===== config.mk =====
export PLATFORM = sky130hd
export DESIGN_NAME = pipeline_ctrl
export DESIGN_NICKNAME = d
export VERILOG_FILES = /design/src/rtl/cpu_types_pkg.sv /design/src/rtl/pipeline_hazard.sv /design/src/rtl/pipeline_ctrl.sv
export SDC_FILE = /design/constraint.sdc
export NUM_CORES = 1
export LEC_CHECK = 0
export ABC_AREA = 1
export BUFFER_PORTS_ARGS = -buffer_cell sky130_fd_sc_hd__buf_2
export CORE_MARGIN = 5
export CORE_UTILIZATION = 35
export CTS_BUF_LIST = sky130_fd_sc_hd__clkbuf_2 sky130_fd_sc_hd__clkbuf_4 sky130_fd_sc_hd__clkbuf_8
export DETAILED_ROUTE_END_ITERATION = 8
export PLACE_DENSITY = 0.56
export SETUP_SLACK_MARGIN = 0.4
export SYNTH_ARGS = -nofsm -noshare
export SYNTH_HDL_FRONTEND = slang
export SYNTH_SLANG_ARGS = --single-unit

===== constraint.sdc =====
create_clock -name CLK -period 4.2 [get_ports CLK]
set_clock_uncertainty 0.2 [all_clocks]
set_input_delay 0.21 -clock CLK [delete_from_list [all_inputs] [get_ports CLK]]
set_output_delay 0.21 -clock CLK [all_outputs]
set_load 0.01 [all_outputs]

===== src/rtl/cpu_types_pkg.sv =====
// cpu_types_pkg: shared CPU types.
//   regbits_t      5-bit architectural register index
//   pctrl_state_t  pipeline sequencer state (RUN, DWAIT, HALTED)
package cpu_types_pkg;

  typedef logic [4:0] regbits_t;

  typedef enum logic [1:0] {
    RUN    = 2'd0,
    DWAIT  = 2'd1,
    HALTED = 2'd2
  } pctrl_state_t;

endpackage


===== src/rtl/pipeline_hazard.sv =====
// pipeline_hazard: combinational load-use hazard detector.
// Ports:
//   ex_dREN  in   instruction in EX is a load
//   ex_wsel  in   its destination register
//   id_rs    in   first source register of the instruction in ID
//   id_rt    in   second source register of the instruction in ID
//   loaduse  out  ID needs a value the EX load has not produced yet
module pipeline_hazard
  import cpu_types_pkg::*;
(
  input  logic     ex_dREN,
  input  regbits_t ex_wsel,
  input  regbits_t id_rs,
  input  regbits_t id_rt,
  output logic     loaduse
);

  // Register 0 is hardwired to zero, so a load targeting it never hazards.
  assign loaduse = ex_dREN & (ex_wsel != '0) &
                   ((ex_wsel == id_rs) | (ex_wsel == id_rt));

endmodule


===== src/rtl/pipeline_ctrl.sv =====
// pipeline_ctrl: sequencer for the IF/ID, ID/EX, EX/MEM and MEM/WB latches.
// Arbitrates the single memory port (data access wins over fetch), latches
// the halt condition and counts stall cycles.
// Ports:
//   CLK, nRST                 clock, synchronous active-low reset
//   ihit, dhit                icache / dcache completion
//   mem_dREN, mem_dWEN        pending data access in MEM
//   mem_halt                  HALT reached MEM
//   ex_dREN, ex_wsel          load in EX and its destination
//   id_rs, id_rt              sources of the instruction in ID
//   branch_taken              EX-stage branch/jump taken
//   pc_en, imemREN            PC load enable, fetch request
//   *_en, *_flush             per-latch enables and bubble inserts
//   halted                    registered halt flag, sticky until reset
//   stall_cnt                 registered saturating stall-cycle count
module pipeline_ctrl
  import cpu_types_pkg::*;
#(
  parameter int CNT_W = 32
) (
  input  logic             CLK,
  input  logic             nRST,
  input  logic             ihit,
  input  logic             dhit,
  input  logic             mem_dREN,
  input  logic             mem_dWEN,
  input  logic             mem_halt,
  input  logic             ex_dREN,
  input  regbits_t         ex_wsel,
  input  regbits_t         id_rs,
  input  regbits_t         id_rt,
  input  logic             branch_taken,
  output logic             pc_en,
  output logic             imemREN,
  output logic             ifid_en,
  output logic             idex_en,
  output logic             exm_en,
  output logic             mwb_en,
  output logic             ifid_flush,
  output logic             idex_flush,
  output logic             exm_flush,
  output logic             halted,
  output logic [CNT_W-1:0] stall_cnt
);

  pctrl_state_t state_reg;
  logic         loaduse;
  logic         dacc;
  logic         adv;
  logic         halt_cycle;

  pipeline_hazard u_hazard (
    .ex_dREN (ex_dREN),
    .ex_wsel (ex_wsel),
    .id_rs   (id_rs),
    .id_rt   (id_rt),
    .loaduse (loaduse)
  );

  assign dacc = mem_dREN | mem_dWEN;

  always_comb begin
    adv        = 1'b0;
    halt_cycle = 1'b0;
    pc_en      = 1'b0;
    imemREN    = 1'b0;
    ifid_en    = 1'b0;
    idex_en    = 1'b0;
    exm_en     = 1'b0;
    mwb_en     = 1'b0;
    ifid_flush = 1'b0;
    idex_flush = 1'b0;
    exm_flush  = 1'b0;
    if (nRST) begin
      case (state_reg)
        RUN: begin
          if (mem_halt) halt_cycle = 1'b1;
          else          adv = dacc ? dhit : ihit;
        end
        // ihit is ignored while waiting; a dropped access gives no advance.
        DWAIT:   adv = dacc & dhit;
        default: adv = 1'b0;
      endcase

      if (halt_cycle) begin
        // Retire the HALT into WB and bubble EX/MEM; everything upstream freezes.
        mwb_en    = 1'b1;
        exm_en    = 1'b1;
        exm_flush = 1'b1;
      end else begin
        imemREN    = (state_reg == RUN) & ~dacc;
        idex_en    = adv;
        exm_en     = adv;
        mwb_en     = adv;
        idex_flush = adv & (branch_taken | loaduse);
        ifid_en    = adv & (branch_taken | ~loaduse);
        // Nothing was fetched while the port served data, so IF/ID takes a bubble.
        ifid_flush = adv & (branch_taken | (dacc & ~loaduse));
        pc_en      = adv & (branch_taken | (~dacc & ~loaduse));
      end
    end
  end

  always_ff @(posedge CLK) begin
    if (!nRST) begin
      state_reg <= RUN;
      halted    <= 1'b0;
      stall_cnt <= '0;
    end else begin
      // The halt cycle advances WB, so it is not counted as a stall.
      if ((state_reg != HALTED) && !adv && !halt_cycle && (stall_cnt != '1))
        stall_cnt <= stall_cnt + 1'b1;

      case (state_reg)
        RUN: begin
          if (mem_halt) begin
            state_reg <= HALTED;
            halted    <= 1'b1;
          end else if (dacc && !dhit) begin
            state_reg <= DWAIT;
          end
        end
        DWAIT: begin
          if (dhit || !dacc) state_reg <= RUN;
        end
        default: state_reg <= HALTED;
      endcase
    end
  end

endmodule

# After elaboration in Yosys (flattened, before gate mapping)
# Cells that the tools add are included.
[op_classes]
eq_ne = 7
n_addsub = 1
mux = 29
bitwise = 18
reduce_logical = 13
[ops]
columns = ["operator", "n"]
rows = [
  ["$add A32 B1 Y32 const B", 1],
  ["$ne A32 B32 Y1 const B", 1],
  ["$mux W1", 24],
  ["$and A1 B1 Y1", 10],
  ["$eq A5 B5 Y1", 2],
  ["$mux W2", 3],
  ["$or A1 B1 Y1", 6],
  ["$reduce_bool A5 Y1", 1],
  ["$logic_and A1 B1 Y1", 4],
  ["$logic_not A1 Y1", 4],
  ["$ne A2 B2 Y1 const B", 2],
  ["$pmux W2 S2", 1],
  ["$reduce_and A2 Y1", 2],
  ["$ne A3 B2 Y1 const B", 1],
  ["$eq A2 B1 Y1 const B", 1],
  ["$logic_not A2 Y1", 1],
  ["$not A1 Y1", 2],
  ["$pmux W1 S2", 1],
  ["$logic_or A1 B1 Y1", 1],
]
[totals]
input_bits = 24
regBits = 35
wordCells = 71

# Depth between registers and ports, before layout
# Gate-level depths: netlist (run 1).
[logic_depth]
depth_word = 10
mapped_depth = 12
ltp_nobuf = 11

# By module
# A second synthesis (run 1) with hierarchy kept.
[unflattened]
hier_cells = 444
area_unflattened_um2 = 2662.6
[modules_own_cells]
columns = ["module", "n_inst", "area_per_inst_um2", "cells_each"]
rows = [
  ["pipeline_ctrl", 1, 2467.4, 399],
  ["pipeline_hazard", 1, 195.2, 45],
]

# Worst setup path after synthesis (run 1)
# Ideal clock, no wire load.
[synth_timing]
path_type = "reg2reg"
start = "register stall_cnt[0]"
end = "register stall_cnt[1]"
setup_ps = 116
arrival_ps = 1600
setup_slack_ps = 2284
synth_period_minus_slack_ps = 1916
path_buffers = 1
stages_incl_launch_ff = 12
path_cell_list = "dfxtp_1 ha_1 inv_2 nor2_4 nand2_4 clkinv_2 nand2_4 nor2_4 nor2_2 buf_2 o21ai_0 nor2_1"
[synth_via]
elab_chain_cells = 2
[synth_lines]
columns = ["element", "line", "text"]
rows = [
  ["start: declaration", "pipeline_ctrl.sv:43", "output logic [CNT_W-1:0] stall_cnt"],
  ["start signal: assignment", "pipeline_ctrl.sv:112", "stall_cnt <= stall_cnt + 1'b1;"],
  ["branches (longest 2 deep; another with $add A32 B1 Y32)", "n/a", ""],
]
# Several ways; the timed one is not identified.
# A chain may end at the register's enable or synchronous reset.

# Worst setup path after layout (run 1)
[layout_timing]
start = "input nRST"
end = "output pc_en"
[layout_via]
elab_chain_cells = 1
[layout_lines]
columns = ["element", "line", "text"]
rows = [
  ["start: declaration", "pipeline_ctrl.sv:22", "input logic nRST,"],
  ["$mux W1", "pipeline_ctrl.sv:74", "if (nRST) begin"],
  ["end: declaration", "pipeline_ctrl.sv:33", "output logic pc_en,"],
]
# Every way passes these cells.

==> reports/qor.csv, run 1 <==
metric;value;unit
status;finished clean;
Buf/Inv on CP;5;
final core occ;43.1;%
Row Count;31;
max-cap violation count;0;
# diodes;0;
Netlist cell types;27;
I/O Buffers;65;
peak per-stage delay on the critical path;0.56;ns
period utilization;61.2;%
Sink Count;35;
Register-to-Register Path Depth;11;
switching pwr;0.199;mW
fmax;0.389;GHz
DRT iter0 DRCs;148;
max reg flops;32;
TritonCTS clock tree;done;
Worst Path Arrival;2.16;ns
I/O pin total;66;
internal cell power;0.527;mW
synthesized area;2640;um^2
largest net degree at the start of global routing;32;
DP Cell Count;590;
top cells by area, synth;dfxtp_1 (27%), nand2_1 (24%), nor2_1 (11%), a21oi_2 (8.3%), xor2_1 (5.6%);
sequential share of power;47.3;%
Syn. warnings;0;
Final Max Tran Viols;0;
initial antenna violation count;0;
Critical Path, Cell by Cell;dlygate4sd3_1 -> buf_2 -> inv_2 -> nor2_1 -> nand2_1 -> nor2_1 -> nand2_1 -> inv_1 -> nand2_1 -> nor2_1 -> buf_2;
Post-Layout Cell Count;600;
Root Driver;clkbuf_8;
CP startpoint kind;input pin;
post-route DRC violation count;0;
Hold/Removal Path Class;input pin to flip-flop;
CTS Buf Count;5;
P_leak;1.38;nW
hold worst-path end;state_reg[1]$_SDFFE_PN0P_;
share of layout cells above drive strength 1;25.1;%
worst rel slew slack;48.8;%
DPL Wire Length;5740;um
Req. time, crit path;3.79;ns
vias per cell;4.44;
area leader, netlist;dfxtp_1;
Synth top area share;26.5;%
CORE AREA;7290;um^2
Sw Share;27.4;%
Worst-Skew Late Latency;0.29;ns
Power Density;231;nW/um^2
Starting Density;36.2;%
area grow syn2layout;19.0;%
post-synthesis sequential area ratio;26.5;%
Post-Route WL;7280;um
Die W;96.9;um
CP max stage cell;inv_2;
Reg-to-Reg End;stall_cnt[16]$_SDFFE_PN0P_;
worst setup margin;1.63;ns
number of setup violations in the final report;0;
R2R setup slack;1.93;ns
Final ANT Viol Nets;0;
clock power share;38.9;%
CP delay by family, top;buffers and inverters;
die extent in y;96.9;um
combinational power share;13.8;%
Clock Path Buffers;2;
setup TNS;0;ns
fin nets;525;
syn avg cell area;6.07;um^2
hold depth;3;
global-route usage over all layers;15.6;%
GRT overflow;0;
drt wl/cell;12.1;um
#FFs+latches synth;35;
hold_sp;mem_halt;
Syn Inst Count;435;
R2R Path Start;stall_cnt[0]$_SDFFE_PN0P_;
Pre-antenna DRT Iters;5;
worst vdd ir;0.126;mV
RSZ-0062 raised after global routing;no;
setup bufs post-CTS;0;
post-layout min period;2.57;ns
Fin. Hold Viols;0;
clock slew at reported path FFs;0.07;ns
crit path capture type;output port;
Slew @ Worst Pin;0.767;ns
post-place setup slack;1.85;ns
H-tree depth;2;
CP max FO;31;
Die ar.;9380;um^2
vias in the first global route;2562;
CP Class;input pin to output port;
GP Congestion;0.864;
Syn Nets;460;
hold slack;0.0377;ns
via count;2666;
first-pass GRT wire length;12300;um
per-layer routing:
| layer | GRT usage [%] | routed length, um | up-vias |
|---|---|---|---|
| met2 | 25.3 | 3350 | 48 |
| met1 | 20.9 | 3650 | 1162 |
| li1 | - | - | 1454 |
| met5 | 0 | 0 | - |
| met3 | 3.67 | 249 | 2 |
| met4 | 4.00 | 27 | 0 |
worst max-delay path by stage:
| stage | slack [ns] | cells after the start | endpoint | from |
|---|---|---|---|---|
| 2_1_floorplan | 2.28 | 11 | stall_cnt[1]$_SDFFE_PN0P_ | stall_cnt[0]$_SDFFE_PN0P_ |
| 3_3_place_gp | 1.89 | 11 | stall_cnt[30]$_SDFFE_PN0P_ | nRST |
| 3_5_place_dp | 1.85 | 11 | stall_cnt[21]$_SDFFE_PN0P_ | nRST |
| 4_1_cts | 1.59 | 11 | pc_en | nRST |
| 5_1_grt | 1.39 | 12 | stall_cnt[8]$_SDFFE_PN0P_ | nRST |
| 6_report | 1.63 | 11 | pc_en | nRST |
cell usage after synthesis, drive strengths merged:
| master | instances |
|---|---|
| dfxtp | 35 |
| nor2 | 82 |
| buf | 7 |
| nand4 | 1 |
| nor3 | 1 |
| nand3b | 1 |
| a21oi | 31 |
| xor2 | 17 |
| clkinv | 1 |
| ha | 1 |
| clkbuf | 3 |
| inv | 43 |
| nand2 | 181 |
| o21ai | 3 |
| xnor2 | 7 |
| nand3 | 21 |
metrics by stage:
| step | area (um^2) | power (mW) |
|---|---|---|
| floorplan | 2640 | 0.426 |
| global placement | 3020 | 0.450 |
| detailed placement | 3020 | 0.451 |
| CTS | 3140 | 0.734 |
| global route | 3140 | 0.757 |
| finish | 3140 | 0.726 |
what timing repair did:
action	4_1_cts	5_1_grt
hold buffers	2	0
endpoints found under the setup margin	0	0
gates resized for setup	0	0
hold endpoints to repair	2	0
kinds of logic after synthesis:
logic type               count (synthesis)  share of synthesized area [%]
flip-flops                              35                           26.5
AO/OA/AOI/OAI                           34                           10.0
adder cells (fa/ha/maj)                  1                          0.474
XOR/XNOR                                24                           7.96
buffers and inverters                   54                           9.34
AND/OR/NAND/NOR                        287                           45.7
worst min-delay path, delay by kind of cell:
kind	cells	cell delay, ns
buf+inv	1	0.10
compound gates	1	0.07
simple gates	1	0.10
power groups by stage:
stage / clock, mW / combinational (mW) / sequential [mW]
2_1_floorplan: 0 / 0.0745 / 0.352
3_3_place_gp: 0 / 0.0994 / 0.351
3_5_place_dp: 0 / 0.100 / 0.351
4_1_cts: 0.289 / 0.102 / 0.343
5_1_grt: 0.299 / 0.114 / 0.344
6_report: 0.283 / 0.100 / 0.343
placed cells by master (no fill, tap or decap):
cell type / synthesis / layout
a21oi_1: 6 / 6
a21oi_2: 25 / 25
buf_2: 3 / 65
buf_4: 1 / 1
clkbuf_4: 0 / 1
clkbuf_8: 0 / 7
clkinv_2: 1 / 1
dfxtp_1: 35 / 35
dlygate4sd3_1: 0 / 2
ha_1: 1 / 1
inv_1: 38 / 38
inv_2: 5 / 5
nand2_1: 167 / 167
nand2_2: 11 / 11
nand2_4: 3 / 3
nand3_1: 20 / 20
nand3_2: 1 / 1
nand3b_1: 1 / 1
nand4_1: 1 / 1
nor2_1: 76 / 76
nor2_2: 1 / 1
nor2_4: 5 / 5
nor3_1: 1 / 1
o21ai_0: 3 / 3
xnor2_1: 7 / 7
xor2_1: 17 / 17
final cells by class:
type                            instances  area [um^2]
Clock buffer                            8          104
Fill cell                             816         4150
Inverter                               44          166
Multi-Input combinational cell        346         1690
Sequential cell                        35          701
Tap cell                               99          124
Timing Repair Buffer                   68          353
Note: power is estimated with default switching activity, not from simulation.
==> run 2: changes to the inputs <==
--- a/config.mk
+++ b/config.mk
@@ -5,13 +5,13 @@
 export SDC_FILE = /design/constraint.sdc
 export NUM_CORES = 1
 export LEC_CHECK = 0
-export ABC_AREA = 1
+export ABC_AREA = 0
 export BUFFER_PORTS_ARGS = -buffer_cell sky130_fd_sc_hd__buf_2
 export CORE_MARGIN = 5
 export CORE_UTILIZATION = 35
 export CTS_BUF_LIST = sky130_fd_sc_hd__clkbuf_2 sky130_fd_sc_hd__clkbuf_4 sky130_fd_sc_hd__clkbuf_8
 export DETAILED_ROUTE_END_ITERATION = 8
-export PLACE_DENSITY = 0.56
+export PLACE_DENSITY = 0.6
 export SETUP_SLACK_MARGIN = 0.4
 export SYNTH_ARGS = -nofsm -noshare
 export SYNTH_HDL_FRONTEND = slang
==> constraint.sdc (replaced) <==
create_clock -name CLK -period 2.15 [get_ports CLK]
set_clock_uncertainty 0.2 [all_clocks]
set_input_delay 0.1075 -clock CLK [delete_from_list [all_inputs] [get_ports CLK]]
set_output_delay 0.1075 -clock CLK [all_outputs]
set_load 0.01 [all_outputs]
==> run 2 against run 1 <==
  * The run now ends with negative hold slack left
  * Synthesized cell count is 40% lower
  * Final cell count shrank 23%
  * Non-clock buffer count is 64 higher
  * Global-route usage decreased by 0.21 points
  * Synthesized area decreased by 15%
  * Die area decreased by 14%
  * Routed wire length up 2.1%
  * Clock power rose by 85%
  * Design area is 19% higher
  * Largest power group unchanged
  * Highest routed layer unchanged
==> reports/qor.csv, run 2 <==
metric;value;unit;change
status;finished, violations left;;
failing checks;negative hold slack;;
first-pass GRT wire length;10600;um;-14%
met2 usage;25.9;%;+0.60 points
Power Density;381;nW/um^2;+65%
TritonCTS clock tree;done;;
GP Congestion;0.755;;-13%
most used cell, CP;buf_4;;
worst setup margin;0.0533;ns;-1.58 ns
max reg flops;32;;unchanged
most frequent cells in the layout;buf_2 (61), buf_4 (50), nand2_1 (22);;
most common cell in the netlist;dfxtp_1;;
Root Driver;clkbuf_8;;
fmax;0.477;GHz;
Slew @ Worst Pin;0.467;ns;-0.300 ns
fillers;567;;-31%
Starting Density;35.6;%;-0.63 points
Netlist cell types;52;;+93%
Worst-Skew Late Latency;0.30;ns;about the same
CTS Buf Count;5;;unchanged
number of setup violations in the final report;0;;unchanged
synthesized area;2230;um^2;-15%
I/O pin total;66;;unchanged
Critical Path, Cell by Cell;nand2b_1 -> o22a_2 -> nand4_1 -> buf_4 -> buf_4 -> clkbuf_16 -> o31ai_1 -> a21oi_1;;
period utilization;97.5;%;
DRT iter0 DRCs;158;;+6.8%
CORE AREA;6280;um^2;-14%
post-synthesis sequential area ratio;31.4;%;+4.8 points
Post-Route WL;7430;um;+2.1%
CP max FO;10;;-68%
# diodes;0;;unchanged
initial antenna violation count;0;;unchanged
list of most frequent post-synthesis cells;dfxtp_1 (35), nand2_1 (24), nand3_1 (18);;
crit path capture type;flip-flop;;
Worst setup startpoint;state_reg[1]$_SDFFE_PN0P_;;
combinational power share;16.7;%;+2.9 points
Most used DFF post-synth;dfxtp_1;;
H-tree depth;2;;unchanged
Clock Path Buffers;2;;unchanged
hold_sp;mem_dWEN;;
DPL Wire Length;4650;um;-19%
syn avg cell area;8.52;um^2;+40%
worst rel slew slack;68.8;%;+20 points
Final Max Tran Viols;0;;unchanged
internal cell power;1.04;mW;+96%
Hold/Removal Path Class;input pin to flip-flop;;
clock power share;36.8;%;-2.1 points
drt wl/cell;16.0;um;+32%
via count;2557;;-4.1%
Syn Inst Count;262;;-40%
Row Count;29;;-6.5%
Syn. warnings;0;;unchanged
global-route usage over all layers;15.4;%;-0.21 points
Sw Share;27.0;%;-0.38 points
RSZ-0062 raised after global routing;yes;;
commonest non-fill, non-tap cell in the layout;buf_2;;
met3 Track Usage GR;4.01;%;+0.34 points
Die W;89.9;um;-7.2%
share of layout cells above drive strength 1;58.9;%;+34 points
footprint of the multi-input gates;1740;um^2;+2.6%
I/O Buffers;65;;unchanged
simple-gate area share of the yosys netlist;34.7;%;-11 points
xor/xnor share of the synthesized area;3.92;%;-4.0 points
peak per-stage delay on the critical path;0.37;ns;-0.19 ns
CP startpoint kind;flip-flop;;
Synth top area share;31.4;%;+4.8 points
grt peak-use layer;met2;;
Syn Nets;287;;-38%
vias per cell;5.51;;+24%
post-place setup slack;0.0236;ns;-1.83 ns
P_leak;1.45;nW;+4.8%
Register Area;748;um^2;+6.8%
Sink Count;35;;unchanged
vias in the first global route;2280;;-11%
area grow syn2layout;67.0;%;
post-synthesis adder-cell area fraction;0.560;%;+0.086 points
number of synthesized flops with an enable pin;0;;unchanged
Req. time, crit path;2.12;ns;-1.67 ns
clock slew at reported path FFs;0.08;ns;about the same
hold slack;-0.0120;ns;-0.0498 ns
max-cap violation count;0;;unchanged
switching pwr;0.383;mW;+93%
Pre-antenna DRT Iters;4;;-1
met1 usage;19.1;%;-1.8 points
setup TNS;0;ns;unchanged
area leader, netlist;dfxtp_1;;
largest family of logic cells by synthesized area;simple AND/OR/NAND/NOR gates;;
CP Class;flip-flop to flip-flop;;
#FFs+latches synth;35;;unchanged
ys async rst share;0;%;unchanged
GRT overflow;0;;unchanged
die extent in y;89.9;um;-7.2%
mux cell area share after synthesis;4.03;%;+4.0 points
sequential share of power;46.5;%;-0.8 points
worst vdd ir;0.213;mV;+69%
fin nets;411;;-22%
Die ar.;8080;um^2;-14%
Final ANT Viol Nets;0;;unchanged
post-route DRC violation count;0;;unchanged
Compound-Gate Fraction of Synth Area;19.0;%;+9.0 points
largest net degree at the start of global routing;32;;unchanged
R2R Path Start;state_reg[1]$_SDFFE_PN0P_;;
CP max stage cell;dfxtp_4;;
top cells by area, synth;dfxtp_1 (31%), o31ai_1 (5.7%), or4_1 (4.7%), a21oi_2 (4.3%), mux2i_1 (4.0%);;
post-layout min period;2.10;ns;
Worst Path Arrival;2.07;ns;-0.09 ns
Fin. Hold Viols;1;;+1
[run 2: per-layer routing]
layer / up-vias / wire length (um)
met4: 0 / 106
met1: 1237 / 3110
met2: 67 / 3790
met3: 9 / 431
li1: 1244 / -
met5: - / 0
[run 2: kinds of logic after synthesis]
logic type / after synthesis
buffers and inverters: 20
XOR/XNOR: 10
AND/OR/NAND/NOR: 128
flip-flops: 35
multiplexers: 9
adder cells (fa/ha/maj): 1
AO/OA/AOI/OAI: 59
[run 2: final cells by class]
cell class	count	area share, %
sequential	35	20.1
clock inverter	1	0.134
clock buffer	7	2.42
timing repair buffer	132	27.7
tap	77	2.58
multi-input combinational	207	46.6
inverter	5	0.503
[run 2: worst paths after layout]
check	end	slack (ns)	cells after the start
worst min register to register	halted$_SDFFE_PN0P_	0.25	1
worst max-delay path	stall_cnt[21]$_SDFFE_PN0P_	0.05	8
worst max register to register	stall_cnt[21]$_SDFFE_PN0P_	0.05	8
worst min-delay path	state_reg[0]$_SDFFE_PN0P_	-0.01	3
[run 2: power by group through the flow]
stage	Combinational (mW)	Sequential (mW)	Clock (mW)
global placement	0.165	0.677	0
floorplan	0.102	0.680	0
CTS	0.192	0.662	0.536
finish	0.237	0.660	0.523
global route	0.259	0.660	0.562
detailed placement	0.168	0.678	0
[run 2: what timing repair did]
item                                    4_1_cts  5_1_grt
setup buffers                                14       11
gates cloned                                  0        6
resized for setup                            27       34
endpoints found under the setup margin       39       41
hold buffers                                  2        1
pin swaps                                    13       10
endpoints found under the hold margin         1        1
[run 2: worst max-delay path, delay by kind of cell, from the launching register on]
family | cells | cell delay [ns]
AOI/OAI and AO/OA | 3 | 0.68
buffers and inverters | 3 | 0.49
DFF | 1 | 0.37
and+or+nand+nor | 2 | 0.24
[run 2: metrics by stage]
step                util (%)  hold slack [ns]  instances  power, mW  area (um^2)
finish                  59.4          -0.0120        464       1.42         3730
global placement        47.8            0.110        423      0.842         3000
floorplan                  -          -0.0140        262      0.783         2410
CTS                     53.1           0.0837        447       1.39         3330
detailed placement      47.8            0.111        423      0.846         3000
global route            59.4           0.0118        464       1.48         3730
